[src/rtl/mmio_bus_pkg.sv]
// mmio_bus_pkg: bridge FSM states, error causes, default memory map.
// Map: slave0 data RAM, slave1 instruction RAM, slave2 GPIO.
package mmio_bus_pkg;

  typedef enum logic [1:0] {
    IDLE,
    ACCESS,
    RESP_ERR
  } state_e;

  typedef enum logic [1:0] {
    ERR_NONE,
    ERR_DECODE,
    ERR_ALIGN,
    ERR_TIMEOUT
  } err_cause_e;

  localparam int MMIO_NUM_SLV = 3;

  localparam logic [3*32-1:0] MMIO_SLV_BASE = {
    32'h1001_0024, 32'h0040_0000, 32'h1001_0000
  };

  localparam logic [3*32-1:0] MMIO_SLV_MASK = {
    32'hFFFF_FFE0, 32'hFFFF_FF00, 32'hFFFF_FFE0
  };

  function automatic int idx_width(input int n);
    return (n > 1) ? $clog2(n) : 1;
  endfunction

endpackage

[src/rtl/mmio_addr_decode.sv]
// mmio_addr_decode: combinational slave match, lowest index wins.
// Ports: addr_i in; hit_o one-hot, idx_o, miss_o, misal_o out.
module mmio_addr_decode
  import mmio_bus_pkg::*;
#(
  parameter int ADDR_W = 32,
  parameter int NUM_SLV = 3,
  parameter int IDX_W = 2,
  parameter logic [NUM_SLV*ADDR_W-1:0] SLV_BASE = '0,
  parameter logic [NUM_SLV*ADDR_W-1:0] SLV_MASK = '0
) (
  input  logic [ADDR_W-1:0]  addr_i,
  output logic [NUM_SLV-1:0] hit_o,
  output logic [IDX_W-1:0]   idx_o,
  output logic               miss_o,
  output logic               misal_o
);

  logic [ADDR_W-1:0] base;
  logic [ADDR_W-1:0] mask;

  // Walk high to low so the lowest matching index overrides.
  always_comb begin
    hit_o = '0;
    idx_o = '0;
    base  = '0;
    mask  = '0;
    for (int i = NUM_SLV - 1; i >= 0; i--) begin
      base = SLV_BASE[i*ADDR_W +: ADDR_W];
      mask = SLV_MASK[i*ADDR_W +: ADDR_W];
      if ((addr_i & mask) == (base & mask)) begin
        hit_o    = '0;
        hit_o[i] = 1'b1;
        idx_o    = IDX_W'(i);
      end
    end
    miss_o  = (hit_o == '0);
    misal_o = |addr_i[1:0];
  end

endmodule

[src/rtl/mmio_bus_bridge.sv]
// mmio_bus_bridge: core port to N MMIO slaves, wait states, timeout.
// Core req/rsp, slave sel/strobes/ack; BRIDGE_ERR_CAPTURE_EN adds err_addr.
module mmio_bus_bridge
  import mmio_bus_pkg::*;
#(
  parameter int ADDR_W = 32,
  parameter int DATA_W = 32,
  parameter int NUM_SLV = MMIO_NUM_SLV,
  parameter logic [NUM_SLV*ADDR_W-1:0] SLV_BASE = MMIO_SLV_BASE,
  parameter logic [NUM_SLV*ADDR_W-1:0] SLV_MASK = MMIO_SLV_MASK,
  parameter int TIMEOUT = 16
) (
  input  logic                      clk,
  input  logic                      rst,
  input  logic                      req_valid,
  output logic                      req_ready,
  input  logic                      req_we,
  input  logic [ADDR_W-1:0]         req_addr,
  input  logic [DATA_W-1:0]         req_wdata,
  output logic                      rsp_valid,
  output logic [DATA_W-1:0]         rsp_rdata,
  output logic                      rsp_err,
  output logic [NUM_SLV-1:0]        slv_sel,
  output logic                      slv_we,
  output logic                      slv_re,
  output logic [ADDR_W-1:0]         slv_addr,
  output logic [DATA_W-1:0]         slv_wdata,
  input  logic [NUM_SLV*DATA_W-1:0] slv_rdata,
  input  logic [NUM_SLV-1:0]        slv_ack,
  output logic [ADDR_W-1:0]         err_addr
);

  localparam int IDX_W = idx_width(NUM_SLV);
  localparam int CNT_W = $clog2(TIMEOUT);
  localparam logic [CNT_W-1:0] CNT_LAST = CNT_W'(TIMEOUT - 1);

  state_e             state_q;
  err_cause_e         cause_q;
  logic [CNT_W-1:0]   cnt_q;
  logic               rsp_valid_q;
  logic [DATA_W-1:0]  rsp_rdata_q;
  logic [NUM_SLV-1:0] slv_sel_q;
  logic               slv_we_q;
  logic               slv_re_q;
  logic [ADDR_W-1:0]  slv_addr_q;
  logic [DATA_W-1:0]  slv_wdata_q;

  logic [NUM_SLV-1:0] dec_hit;
  logic [IDX_W-1:0]   dec_idx;
  logic               dec_miss;
  logic               dec_misal;
  logic [ADDR_W-1:0]  mask_sel;
  logic [ADDR_W-1:0]  offset;
  logic               ack_sel;
  logic [DATA_W-1:0]  rdata_sel;

  mmio_addr_decode #(
    .ADDR_W   (ADDR_W),
    .NUM_SLV  (NUM_SLV),
    .IDX_W    (IDX_W),
    .SLV_BASE (SLV_BASE),
    .SLV_MASK (SLV_MASK)
  ) u_dec (
    .addr_i  (req_addr),
    .hit_o   (dec_hit),
    .idx_o   (dec_idx),
    .miss_o  (dec_miss),
    .misal_o (dec_misal)
  );

  always_comb begin
    mask_sel = '0;
    for (int i = 0; i < NUM_SLV; i++) begin
      if (dec_idx == IDX_W'(i)) mask_sel = SLV_MASK[i*ADDR_W +: ADDR_W];
    end
    offset = (req_addr & ~mask_sel) >> 2;
  end

  // Only the selected slave's ack and data are looked at.
  always_comb begin
    ack_sel   = 1'b0;
    rdata_sel = '0;
    for (int i = 0; i < NUM_SLV; i++) begin
      if (slv_sel_q[i]) begin
        ack_sel   = slv_ack[i];
        rdata_sel = slv_rdata[i*DATA_W +: DATA_W];
      end
    end
  end

`ifdef BRIDGE_ERR_CAPTURE_EN
  logic [ADDR_W-1:0] addr_q;
  logic [ADDR_W-1:0] err_addr_q;
  assign err_addr = err_addr_q;
`else
  assign err_addr = '0;
`endif

  always_ff @(posedge clk or negedge rst) begin
    if (!rst) begin
      state_q     <= IDLE;
      cause_q     <= ERR_NONE;
      cnt_q       <= '0;
      rsp_valid_q <= 1'b0;
      rsp_rdata_q <= '0;
      slv_sel_q   <= '0;
      slv_we_q    <= 1'b0;
      slv_re_q    <= 1'b0;
      slv_addr_q  <= '0;
      slv_wdata_q <= '0;
`ifdef BRIDGE_ERR_CAPTURE_EN
      addr_q      <= '0;
      err_addr_q  <= '0;
`endif
    end else begin
      rsp_valid_q <= 1'b0;
      rsp_rdata_q <= '0;
      cause_q     <= ERR_NONE;
      unique case (state_q)
        IDLE: begin
          if (req_valid) begin
            if (dec_miss || dec_misal) begin
              state_q     <= RESP_ERR;
              rsp_valid_q <= 1'b1;
              if (dec_miss) cause_q <= ERR_DECODE;
              else          cause_q <= ERR_ALIGN;
`ifdef BRIDGE_ERR_CAPTURE_EN
              err_addr_q  <= req_addr;
`endif
            end else begin
              state_q     <= ACCESS;
              slv_sel_q   <= dec_hit;
              slv_we_q    <= req_we;
              slv_re_q    <= ~req_we;
              slv_addr_q  <= offset;
              slv_wdata_q <= req_wdata;
              cnt_q       <= '0;
`ifdef BRIDGE_ERR_CAPTURE_EN
              addr_q      <= req_addr;
`endif
            end
          end
        end
        ACCESS: begin
          if (ack_sel || cnt_q == CNT_LAST) begin
            state_q     <= IDLE;
            rsp_valid_q <= 1'b1;
            slv_sel_q   <= '0;
            slv_we_q    <= 1'b0;
            slv_re_q    <= 1'b0;
            // Ack beats a coincident timeout.
            if (ack_sel) begin
              rsp_rdata_q <= slv_we_q ? '0 : rdata_sel;
            end else begin
              cause_q    <= ERR_TIMEOUT;
`ifdef BRIDGE_ERR_CAPTURE_EN
              err_addr_q <= addr_q;
`endif
            end
          end else begin
            cnt_q <= cnt_q + 1'b1;
          end
        end
        RESP_ERR: state_q <= IDLE;
        default:  state_q <= IDLE;
      endcase
    end
  end

  assign req_ready = (state_q == IDLE);
  assign rsp_valid = rsp_valid_q;
  assign rsp_rdata = rsp_rdata_q;
  assign rsp_err   = (cause_q != ERR_NONE);
  assign slv_sel   = slv_sel_q;
  assign slv_we    = slv_we_q;
  assign slv_re    = slv_re_q;
  assign slv_addr  = slv_addr_q;
  assign slv_wdata = slv_wdata_q;

endmodule

[config.mk]
export PLATFORM = sky130hd
export DESIGN_NAME = mmio_bus_bridge
export DESIGN_NICKNAME = d
export VERILOG_FILES = /design/src/rtl/mmio_bus_pkg.sv /design/src/rtl/mmio_addr_decode.sv /design/src/rtl/mmio_bus_bridge.sv
export SDC_FILE = /design/constraint.sdc
export NUM_CORES = 1
export LEC_CHECK = 0
export ABC_CLOCK_PERIOD_IN_PS = 2100
export CAP_MARGIN = 20
export CORE_ASPECT_RATIO = 0.5
export CORE_UTILIZATION = 37
export DETAILED_ROUTE_END_ITERATION = 7
export PLACE_DENSITY_LB_ADDON = 0.3
export REMOVE_ABC_BUFFERS = 1
export SYNTH_ARGS = -nofsm -noshare
export SYNTH_HDL_FRONTEND = slang
export SYNTH_SLANG_ARGS = --single-unit
[constraint.sdc]
create_clock -name clk -period 2.1 [get_ports clk]
set_input_delay 0.42 -clock clk [delete_from_list [all_inputs] [get_ports clk]]
set_output_delay 0.42 -clock clk [all_outputs]
set_load 0.02 [all_outputs]
==> impl_metrics.json, run 1 <==
{
  "worst_hold_slack_ns": 0.4555,
  "timing.critical_path.fanout_max": 6,
  "postSynthRegisterBits": 108,
  "io-pin-count": 303,
  "clk_pin_slew_ns": 0.08,
  "synth_largest_area_cell": "dfrtp_1",
  "post_synth_simple_gate_area_pct": 14.13,
  "tns_ns": 0,
  "synth_mux_area_share_pct": 8.305,
  "synth_area_um2": 4746,
  "setup-violations-final": 0,
  "wirelength_mm": 14.93,
  "drtPass1Iterations": 4,
  "finalHoldViolCount": 0,
  "critical_path.startpoint_type": "input pin",
  "synthAdderAreaFrac_pct": 0.2636,
  "antenna-diode-count": 0,
  "ys_top_cells_by_area": "dfrtp_1 (57%), mux2_2 (8.3%), buf_4 (5.9%), nor2_1 (5.5%), a22oi_1 (5.1%)",
  "synth-main-ff-cell": "dfrtp_1",
  "final-max-slew-violation-count": 0,
  "synth-edff-count": 0,
  "synthesis.instances": 433,
  "global_route_wire_length_before_repair_mm": 21.07,
  "ctsRootBufferMaster": "clkbuf_16",
  "clock_tree.htree_level_count": 3,
  "run_status": "completed",
  "synth_cell_types": 36,
  "worst-endpoint-arrival_ns": 2.30,
  "grt-ovfl-total": 0,
  "n_fill_cell": 911,
  "critical_path_slowest_stage_cell": "clkdlybuf4s50_1",
  "post-route-drc-count": 0,
  "fp.coreArea_um2": 12160,
  "crit_type": "input pin to flip-flop",
  "worstPathCellList": "clkdlybuf4s50_1 > nor3b_2 > nand2_1 > nor4_4 > buf_6 > buf_12 > mux2_4",
  "synth_sequential_area_ratio_pct": 56.95,
  "numClockSinks": 108,
  "avgRoutedWirePerCell_um": 16.79,
  "asyncSetResetFlopFracSynth_pct": 100.0,
  "finalClockSkew_ns": 0.009238,
  "final_net_count": 887,
  "hold_path_class": "input pin to flip-flop",
  "fin_total_pwr_mw": 4.366,
  "tritoncts_clock_tree": "done",
  "drtIter0Drc": 241,
  "max_cap_violations": 0,
  "buffer_depth_of_the_longest_clock_path": 2,
  "min_period_ns": 2.071,
  "start_util_pct": 39.04,
  "drive_above_1_share_pct": 13.54,
  "synthXorXnorAreaFrac_pct": 0,
  "grt_start_max_net_pins": 52,
  "largest_family_of_logic_cells_by_synthesized_area": "simple AND/OR/NAND/NOR gates",
  "vias": 4248,
  "numCtsBuffers": 9,
  "grt_use_total_pct": 20.82,
  "core.rowCount": 28,
  "width_of_the_die_um": 162.2,
  "max_clock_freq_mhz": 482.9,
  "post_layout_worst_setup_margin_ns": 0.02916,
  "gp_congestion": 0.8008,
  "synth-compound-area-share_pct": 11.81,
  "drt.antenna.violating_nets": 0,
  "antenna_found_initial": 0,
  "total_leakage_power_nw": 3.737,
  "synth_top_area_share_pct": 56.95,
  "design.die.area_um2": 13310,
  "ir_worst_vdd_uv": 467.4,
  "required_time_reported_for_the_critical_path_endpoint_ns": 2.33,
  "p_per_area_nw_per_um2": 529.6,
  "layout.core_utilization_pct": 67.81,
  "worst_setup_path_end_kind": "flip-flop",
  "synth.avg_cell_area_um2": 10.96,
  "yosys_warnings": 0,
  "via_per_inst": 4.778,
  "finalCritPeriodShare_pct": 98.61,
  "critical_path.max_stage_delay_ns": 0.50,
  "clk_latency_ns": 0.34,
  "grt_pass1_vias": 4003,
  "preCtsSetupSlack_ns": -0.4432,
  "height_of_the_die_um": 82.09,
  "hpwlAfterDp_mm": 10.51,
  "port_buffers": 268,
  "areaGrowthSynthToFinish_pct": 73.69
}
final cells by class:
type	instances	area [um^2]	area share, %
sequential	108	2704	32.80
tap	165	206.4	2.505
clock buffer	9	225.2	2.732
clock inverter	7	102.6	1.245
inverter	5	18.77	0.2277
multi-input combinational	293	1881	22.81
timing repair buffer	302	3105	37.67
where the power goes:
part	leakage, nW	internal (mW)	switching (mW)	total, mW
sequential	1.49	2.08	0.00240	2.08
clock	0.160	0.972	0.842	1.81
combinational	2.09	0.298	0.170	0.467
total	3.74	3.35	1.01	4.37
placed cells by master, fill, tap and decap left out, types with 5 or more instances in the layout:
master,instances
buf_4,24
clkdlybuf4s50_1,255
nor2_1,69
mux2_4,17
dfrtp_1,107
clkbuf_16,12
nor2b_1,25
nand2_1,12
a22oi_1,32
dlymetal6s2s_1,12
mux2_2,18
inv_1,5
conb_1,34
a21oi_1,37
o21ai_0,5
registers in the layout (all words and copies together) (netlist names):
name and cells:
state_q 2, slv_wdata 32, slv_addr 30, slv_sel 3, cause_q 2, cnt_q 4, slv_re 1, slv_we 1
rsp_rdata 32, rsp_valid 1
layer usage:
layer	global-route usage (%)	wire length, um
met2	38.11	7887
met3	4.394	736
met1	25.19	6072
met4	5.755	233
met5	0	0
synthesized netlist by cell type (2+ instances only):
library cell  count
nand3b_1          3
o32ai_1           2
nor4b_1           2
dfrtp_1         108
a22oi_1          32
inv_1             5
o21ai_0           6
o22ai_1           2
nand2b_1          3
nand2_1          12
a21oi_1          38
mux2_2           35
and2_1            2
clkbuf_1         17
nor2b_1          26
or2_2             2
buf_4            37
nor2_1           69
buf_2             3
buf_6             2
a22o_1            3
nand4_1           4
o2bb2ai_1         3
nor4_1            5
through the flow:
step	cell area [um^2]	std cells
2_1_floorplan	4487	406
3_3_place_gp	7610	865
3_5_place_dp	7610	865
4_1_cts	8034	886
5_1_grt	8243	889
6_report	8243	889
kinds of logic after synthesis:
| group | count (synthesis) |
|---|---|
| AND/OR/NAND/NOR | 135 |
| buffers and inverters | 65 |
| multiplexers | 35 |
| AO/OA/AOI/OAI | 88 |
| flip-flops | 108 |
| adder cells (fa/ha/maj) | 1 |
| other | 1 |
worst max-delay path, delay by kind of cell:
family	cells	cell delay, ns
muxes	1	0.32
buffers and inverters	3	0.88
and+or+nand+nor	3	0.67
timing repair:
action	4_1_cts	5_1_grt
hold endpoints to repair	24	0
endpoints found under the setup margin	36	49
buffers inserted	2	0
cloned	2	3
pin swaps	6	7
hold buffers	1	0
resized for setup	6	37
worst paths after layout:
check / start / end / slack, ns / depth (start not counted)
worst max register to register: state_q[0] / slv_addr[1] / 0.15 / 6
max in group asynchronous: rst / rsp_rdata[16] / 0.95 / 3
worst min-delay path: req_addr[6] / slv_addr[4] / 0.46 / 3
worst min register to register: slv_addr[26] / slv_addr[26] / 0.50 / 1
worst max-delay path: req_valid / slv_addr[1] / 0.03 / 7
min in group asynchronous: rst / rsp_rdata[19] / 0.54 / 2
(Power assumes the default switching activity.)
==> run 2, diff against run 1 <==
--- a/config.mk
+++ b/config.mk
@@ -8,8 +8,9 @@
 export ABC_CLOCK_PERIOD_IN_PS = 2100
 export CAP_MARGIN = 20
 export CORE_ASPECT_RATIO = 0.5
-export CORE_UTILIZATION = 37
+export CORE_UTILIZATION = 35
 export DETAILED_ROUTE_END_ITERATION = 7
+export GPL_TIMING_DRIVEN = 0
 export PLACE_DENSITY_LB_ADDON = 0.3
 export REMOVE_ABC_BUFFERS = 1
 export SYNTH_ARGS = -nofsm -noshare
==> run 2 against run 1 <==
Effect of this change: sequential power about the same; critical endpoint is now slv_wdata[19]; sequential share of layout area up 0.22 points; non-clock buffer count down 5; highest routed layer unchanged.
==> impl_metrics.json, run 2 (same netlist as run 1, synthesis figures left out) <==
{
  "vias": 4214,
  "buffer_depth_of_the_longest_clock_path": 2,
  "worst-endpoint-arrival_ns": 2.29,
  "max_clock_freq_mhz": 486.6,
  "fp.coreArea_um2": 12950,
  "antenna-diode-count": 0,
  "required_time_reported_for_the_critical_path_endpoint_ns": 2.33,
  "core.rowCount": 29,
  "highest_count_cells_in_the_layout_ignoring_fill_and_taps": "clkdlybuf4s50_1 (252), dfrtp_1 (106), nor2_1 (69)",
  "worst_hold_slack_ns": 0.07740,
  "tns_ns": 0,
  "numCtsBuffers": 9,
  "finalCritPeriodShare_pct": 97.85,
  "grt_start_max_net_pins": 67,
  "min_period_ns": 2.055,
  "layout.core_utilization_pct": 63.30,
  "grt_pass1_vias": 4018,
  "placed_cells": 853,
  "worst_setup_path_end_kind": "flip-flop",
  "max_cap_violations": 0,
  "ir_worst_vdd_uv": 379.2,
  "finalClockSkew_ns": 0.009462,
  "width_of_the_die_um": 166.7,
  "placement.cell_area_um2": 7553,
  "drtPass1Iterations": 4,
  "tightest_slew_ns": 0.6133,
  "clk_latency_ns": 0.34,
  "ctsRootBufferMaster": "clkbuf_16",
  "io-pin-count": 303,
  "start_util_pct": 36.64,
  "areaGrowthSynthToFinish_pct": 72.77,
  "via_per_inst": 4.740,
  "gp_congestion": 0.7621,
  "hpwlAfterDp_mm": 10.17,
  "clock_tree.htree_level_count": 3,
  "critical_path.startpoint_type": "input pin",
  "setup-violations-final": 0,
  "fin_cells": 889,
  "timing.critical_path.fanout_max": 7,
  "worstPathCellList": "clkdlybuf4s50_1 > nor3b_4 > a21oi_4 > nor4_4 > buf_6 > buf_12 > buf_16 > mux2_2",
  "height_of_the_die_um": 84.34,
  "post-route-drc-count": 0,
  "final_net_count": 882,
  "finalHoldViolCount": 0,
  "run_status": "completed",
  "crit_type": "input pin to flip-flop",
  "tritoncts_clock_tree": "done",
  "numClockSinks": 108,
  "clk_pin_slew_ns": 0.08,
  "remaining_max_slew_budget_at_the_tightest_pin_pct": 58.93,
  "preCtsSetupSlack_ns": -0.9493,
  "avgRoutedWirePerCell_um": 16.10,
  "post_layout_worst_setup_margin_ns": 0.04507,
  "grt_use_total_pct": 19.78,
  "drt.antenna.violating_nets": 0,
  "design.die.area_um2": 14060,
  "final-max-slew-violation-count": 0,
  "layout_commonest_cell": "clkdlybuf4s50_1",
  "grt-ovfl-total": 0,
  "critical_path_slowest_stage_cell": "clkdlybuf4s50_1",
  "wirelength_mm": 14.31,
  "global_route_wire_length_before_repair_mm": 21.85,
  "total_leakage_power_nw": 3.697,
  "p_per_area_nw_per_um2": 516.3,
  "fin_total_pwr_mw": 4.233,
  "port_buffers": 268,
  "drtIter0Drc": 223,
  "critical_path.max_stage_delay_ns": 0.53,
  "finalInstanceArea_um2": 8199,
  "hold_path_class": "input pin to async pin",
  "antenna_found_initial": 0,
  "n_fill_cell": 1021,
  "drive_above_1_share_pct": 13.63
}
[run 2: cell count changes in the layout (fill, tap and decap cells not counted), sizes merged]
cell	change
inv	-2
clkinvlp	+3
dlymetal6s2s	-1
dlygate4sd2	+4
clkinv	-2
dlygate4sd3	-1
buf	-1
clkdlybuf4s50	-3
clkbuf	-1
bufinv	-1
[run 2: path summary, 6_finish.rpt]
path / startpoint / end / cells past startpoint / slack (ns)
max in group asynchronous: rst / slv_addr[10] / 2 / 1.28
min in group clk: req_addr[6] / slv_addr[4] / 3 / 0.42
max reg2reg: state_q[0] / slv_wdata[19] / 7 / 0.14
max: req_addr[28] / slv_wdata[19] / 8 / 0.05
min: rst / rsp_rdata[7] / 1 / 0.08
min reg2reg: slv_re / slv_re / 1 / 0.49
[run 2: area by class of cell]
class / instances / area (um^2) / area share, %
clock buffer: 11 / 252.7 / 3.083
clock inverter: 5 / 42.54 / 0.5188
inverter: 5 / 18.77 / 0.2289
multi-input combinational: 293 / 1876 / 22.88
sequential: 108 / 2708 / 33.02
tap: 170 / 212.7 / 2.594
timing repair buffer: 297 / 3089 / 37.68
[run 2: power by group]
| part | leakage [nW] | switching, mW | internal [mW] | total (mW) |
|---|---|---|---|---|
| clock network | 0.136 | 0.803 | 0.884 | 1.69 |
| logic | 2.07 | 0.170 | 0.292 | 0.462 |
| registers | 1.49 | 0.00291 | 2.08 | 2.08 |
[run 2: critical path, delay by kind of cell]
family	cells	cell delay (ns)
AO/OA/AOI/OAI	1	0.08
buffers and inverters	4	0.93
multiplexers	1	0.32
AND/OR/NAND/NOR	2	0.54
[run 2: layer usage]
layer	vias to the layer above	GRT usage, %	wire, um
li1	1983	-	-
met1	2057	24.26	5878
met2	147	34.95	7414
met3	27	4.196	650
met5	-	0	0
met4	0	6.650	369
[run 2: repair_timing]
item / 4_1_cts / 5_1_grt
hold buffers: 0 / 0
setup buffers: 14 / 5
gates cloned: 1 / 0
pin swaps: 5 / 9
gates resized for setup: 24 / 22
endpoints found under the setup margin: 88 / 61
==> run 3, diff against run 2 <==
--- a/config.mk
+++ b/config.mk
@@ -5,10 +5,13 @@
 export SDC_FILE = /design/constraint.sdc
 export NUM_CORES = 1
 export LEC_CHECK = 0
+export ABC_AREA = 0
 export ABC_CLOCK_PERIOD_IN_PS = 2100
 export CAP_MARGIN = 20
+export CELL_PAD_IN_SITES_DETAIL_PLACEMENT = 2
+export CELL_PAD_IN_SITES_GLOBAL_PLACEMENT = 2
 export CORE_ASPECT_RATIO = 0.5
-export CORE_UTILIZATION = 35
+export CORE_UTILIZATION = 20
 export DETAILED_ROUTE_END_ITERATION = 7
 export GPL_TIMING_DRIVEN = 0
 export PLACE_DENSITY_LB_ADDON = 0.3
==> run 3 against run 2 <==
Effect of this change: final area up 2.2%; wire length grew 23%; non-clock buffer count rose by 5; the flow now finishes with violations (DRC); clock power is essentially flat; sequential share of layout area fell by 0.72 points; global-route usage down 5.2 points; core utilization decreased by 27 points; sequential power hardly changed; hold slack better by 0.42 ns; highest routed layer unchanged.
==> impl_metrics.json, run 3 (same netlist as run 1, synthesis figures left out) <==
{
  "fin_total_pwr_mw": 4.225,
  "clk_pin_slew_ns": 0.08,
  "ir_worst_vdd_uv": 308.8,
  "finalInstanceArea_um2": 8382,
  "critical_path.max_stage_delay_ns": 0.65,
  "finalHoldViolCount": 0,
  "via_per_inst": 4.159,
  "crit_type": "flip-flop to primary output",
  "buffer_depth_of_the_longest_clock_path": 2,
  "drt.antenna.violating_nets": 0,
  "avgRoutedWirePerCell_um": 17.10,
  "critical_path_slowest_stage_cell": "clkdlybuf4s50_1",
  "clock_tree.htree_level_count": 3,
  "core.rowCount": 39,
  "critPathTopFamily": "buffers and inverters",
  "placement.cell_area_um2": 7736,
  "clk_latency_ns": 0.36,
  "hpwlAfterDp_mm": 13.19,
  "grt_setup_unrepaired": "true",
  "drtIter0Drc": 168,
  "worstPathCellList": "nor2_1 > clkdlybuf4s50_1",
  "total_leakage_power_nw": 3.669,
  "ctsRootBufferMaster": "clkbuf_16",
  "antenna_found_initial": 0,
  "finalCritPeriodShare_pct": 98.66,
  "io-pin-count": 303,
  "required_time_reported_for_the_critical_path_endpoint_ns": 1.68,
  "final-max-slew-violation-count": 0,
  "remaining_max_slew_budget_at_the_tightest_pin_pct": 52.26,
  "tritoncts_clock_tree": "done",
  "global_route_wire_length_before_repair_mm": 27.13,
  "timing.critical_path.fanout_max": 5,
  "cp_num_buf_inv": 1,
  "tightest_slew_ns": 0.7087,
  "vias": 4288,
  "height_of_the_die_um": 110.9,
  "min_period_ns": 2.072,
  "drtPass1Iterations": 6,
  "grt_use_total_pct": 14.60,
  "start_util_pct": 20.61,
  "numClockSinks": 108,
  "layout_commonest_cell": "clkdlybuf4s50_1",
  "final_net_count": 887,
  "worst_hold_slack_ns": 0.4966,
  "wirelength_mm": 17.63,
  "gp_congestion": 0.7333,
  "grt-ovfl-total": 0,
  "setup-violations-final": 0,
  "max_clock_freq_mhz": 482.7,
  "areaGrowthSynthToFinish_pct": 76.61,
  "critical_path.startpoint_type": "flip-flop",
  "run_status": "finished with violations",
  "antenna-diode-count": 0,
  "violations": "DRC",
  "finalClockSkew_ns": 0.01137,
  "post-route-drc-count": 12,
  "width_of_the_die_um": 219.9,
  "fp.coreArea_um2": 23030,
  "worst-endpoint-arrival_ns": 1.65,
  "design.die.area_um2": 24390,
  "highest_count_cells_in_the_layout_ignoring_fill_and_taps": "clkdlybuf4s50_1 (239), dfrtp_1 (104), nor2_1 (67)",
  "port_buffers": 268,
  "numCtsBuffers": 9,
  "grt_start_max_net_pins": 82,
  "max_cap_violations": 0,
  "drive_above_1_share_pct": 14.50,
  "p_per_area_nw_per_um2": 504.1,
  "worst_setup_path_end_kind": "primary output",
  "hold_path_class": "flip-flop to flip-flop",
  "grt_pass1_vias": 4708
}
run 3: cell types whose count changed in the layout (fill, tap and decap cells not counted), moves of 2 or more:
cell and delta:
clkdlybuf4s15_1 +4, clkinv_4 +2, buf_6 +6, dlymetal6s2s_1 -8
nor2_1 -2, clkbuf_8 -2, clkdlybuf4s50_1 -13, dfrtp_2 +3
clkinvlp_4 -2, dfrtp_1 -2, dlygate4sd2_1 +17
run 3: layout make-up:
| type | instances | area (um^2) |
|---|---|---|
| fill | 2496 | 14650 |
| timing repair buffer | 302 | 3103 |
| sequential | 108 | 2708 |
| multi-input combinational | 293 | 1886 |
| tap | 307 | 384.1 |
| clock buffer | 10 | 229.0 |
| clock inverter | 6 | 53.80 |
| inverter | 5 | 18.77 |
run 3: worst register-to-register path, stage by stage, from the launching register on:
cell and delay (ns):
dfrtp_2 0.45, nor3b_4 0.25, nand2_2 0.09, nor4_4 0.32
buf_6 0.16, buf_6 0.12, buf_12 0.10, buf_12 0.11
mux2_2 0.33
run 3: metal layers:
| metal | global-route usage [%] | up-vias | wire, um |
|---|---|---|---|
| met3 | 3.676 | 13 | 740 |
| met1 | 15.23 | 2172 | 6449 |
| met2 | 28.72 | 109 | 10200 |
| li1 | - | 1994 | - |
| met5 | 0 | - | 0 |
| met4 | 3.448 | 0 | 239 |
run 3: metrics by stage:
stage | TNS [ns] | util (%) | worst slack (ns) | std cells
after global placement | -693.45 | 32.80 | -4.031 | 981
after global routing | -0.05679 | 36.39 | -0.01950 | 1031
after detailed placement | -61.90 | 33.59 | -1.143 | 991
after floorplan | -100.56 | - | -1.342 | 406
after CTS | 0 | 36.26 | 0.005326 | 1028
final | 0 | 36.39 | 0.02821 | 1031
run 3: timing repair:
item	4_1_cts	5_1_grt
endpoints found under the setup margin	92	34
buffers inserted	19	4
pin swaps	11	7
gates resized for setup	60	10
cloned	1	0
hold buffers	1	0
hold endpoints to repair	27	0
run 3: worst paths after layout:
| path | from | to | slack [ns] | cells after the start |
|---|---|---|---|---|
| max in group asynchronous | rst | slv_sel[1] | 0.83 | 3 |
| worst min register to register | slv_re | slv_re | 0.50 | 1 |
| worst max-delay path | state_q[0] | req_ready | 0.03 | 2 |
| worst min-delay path | slv_re | slv_re | 0.50 | 1 |
| min in group asynchronous | rst | slv_wdata[29] | 0.53 | 2 |
| worst max register to register | state_q[1] | slv_wdata[9] | 0.03 | 8 |
run 3: power by group:
group | internal [mW] | switching [mW] | leakage (nW)
clock | 0.828 | 0.848 | 0.136
combinational | 0.288 | 0.177 | 2.05
sequential | 2.08 | 0.00303 | 1.48
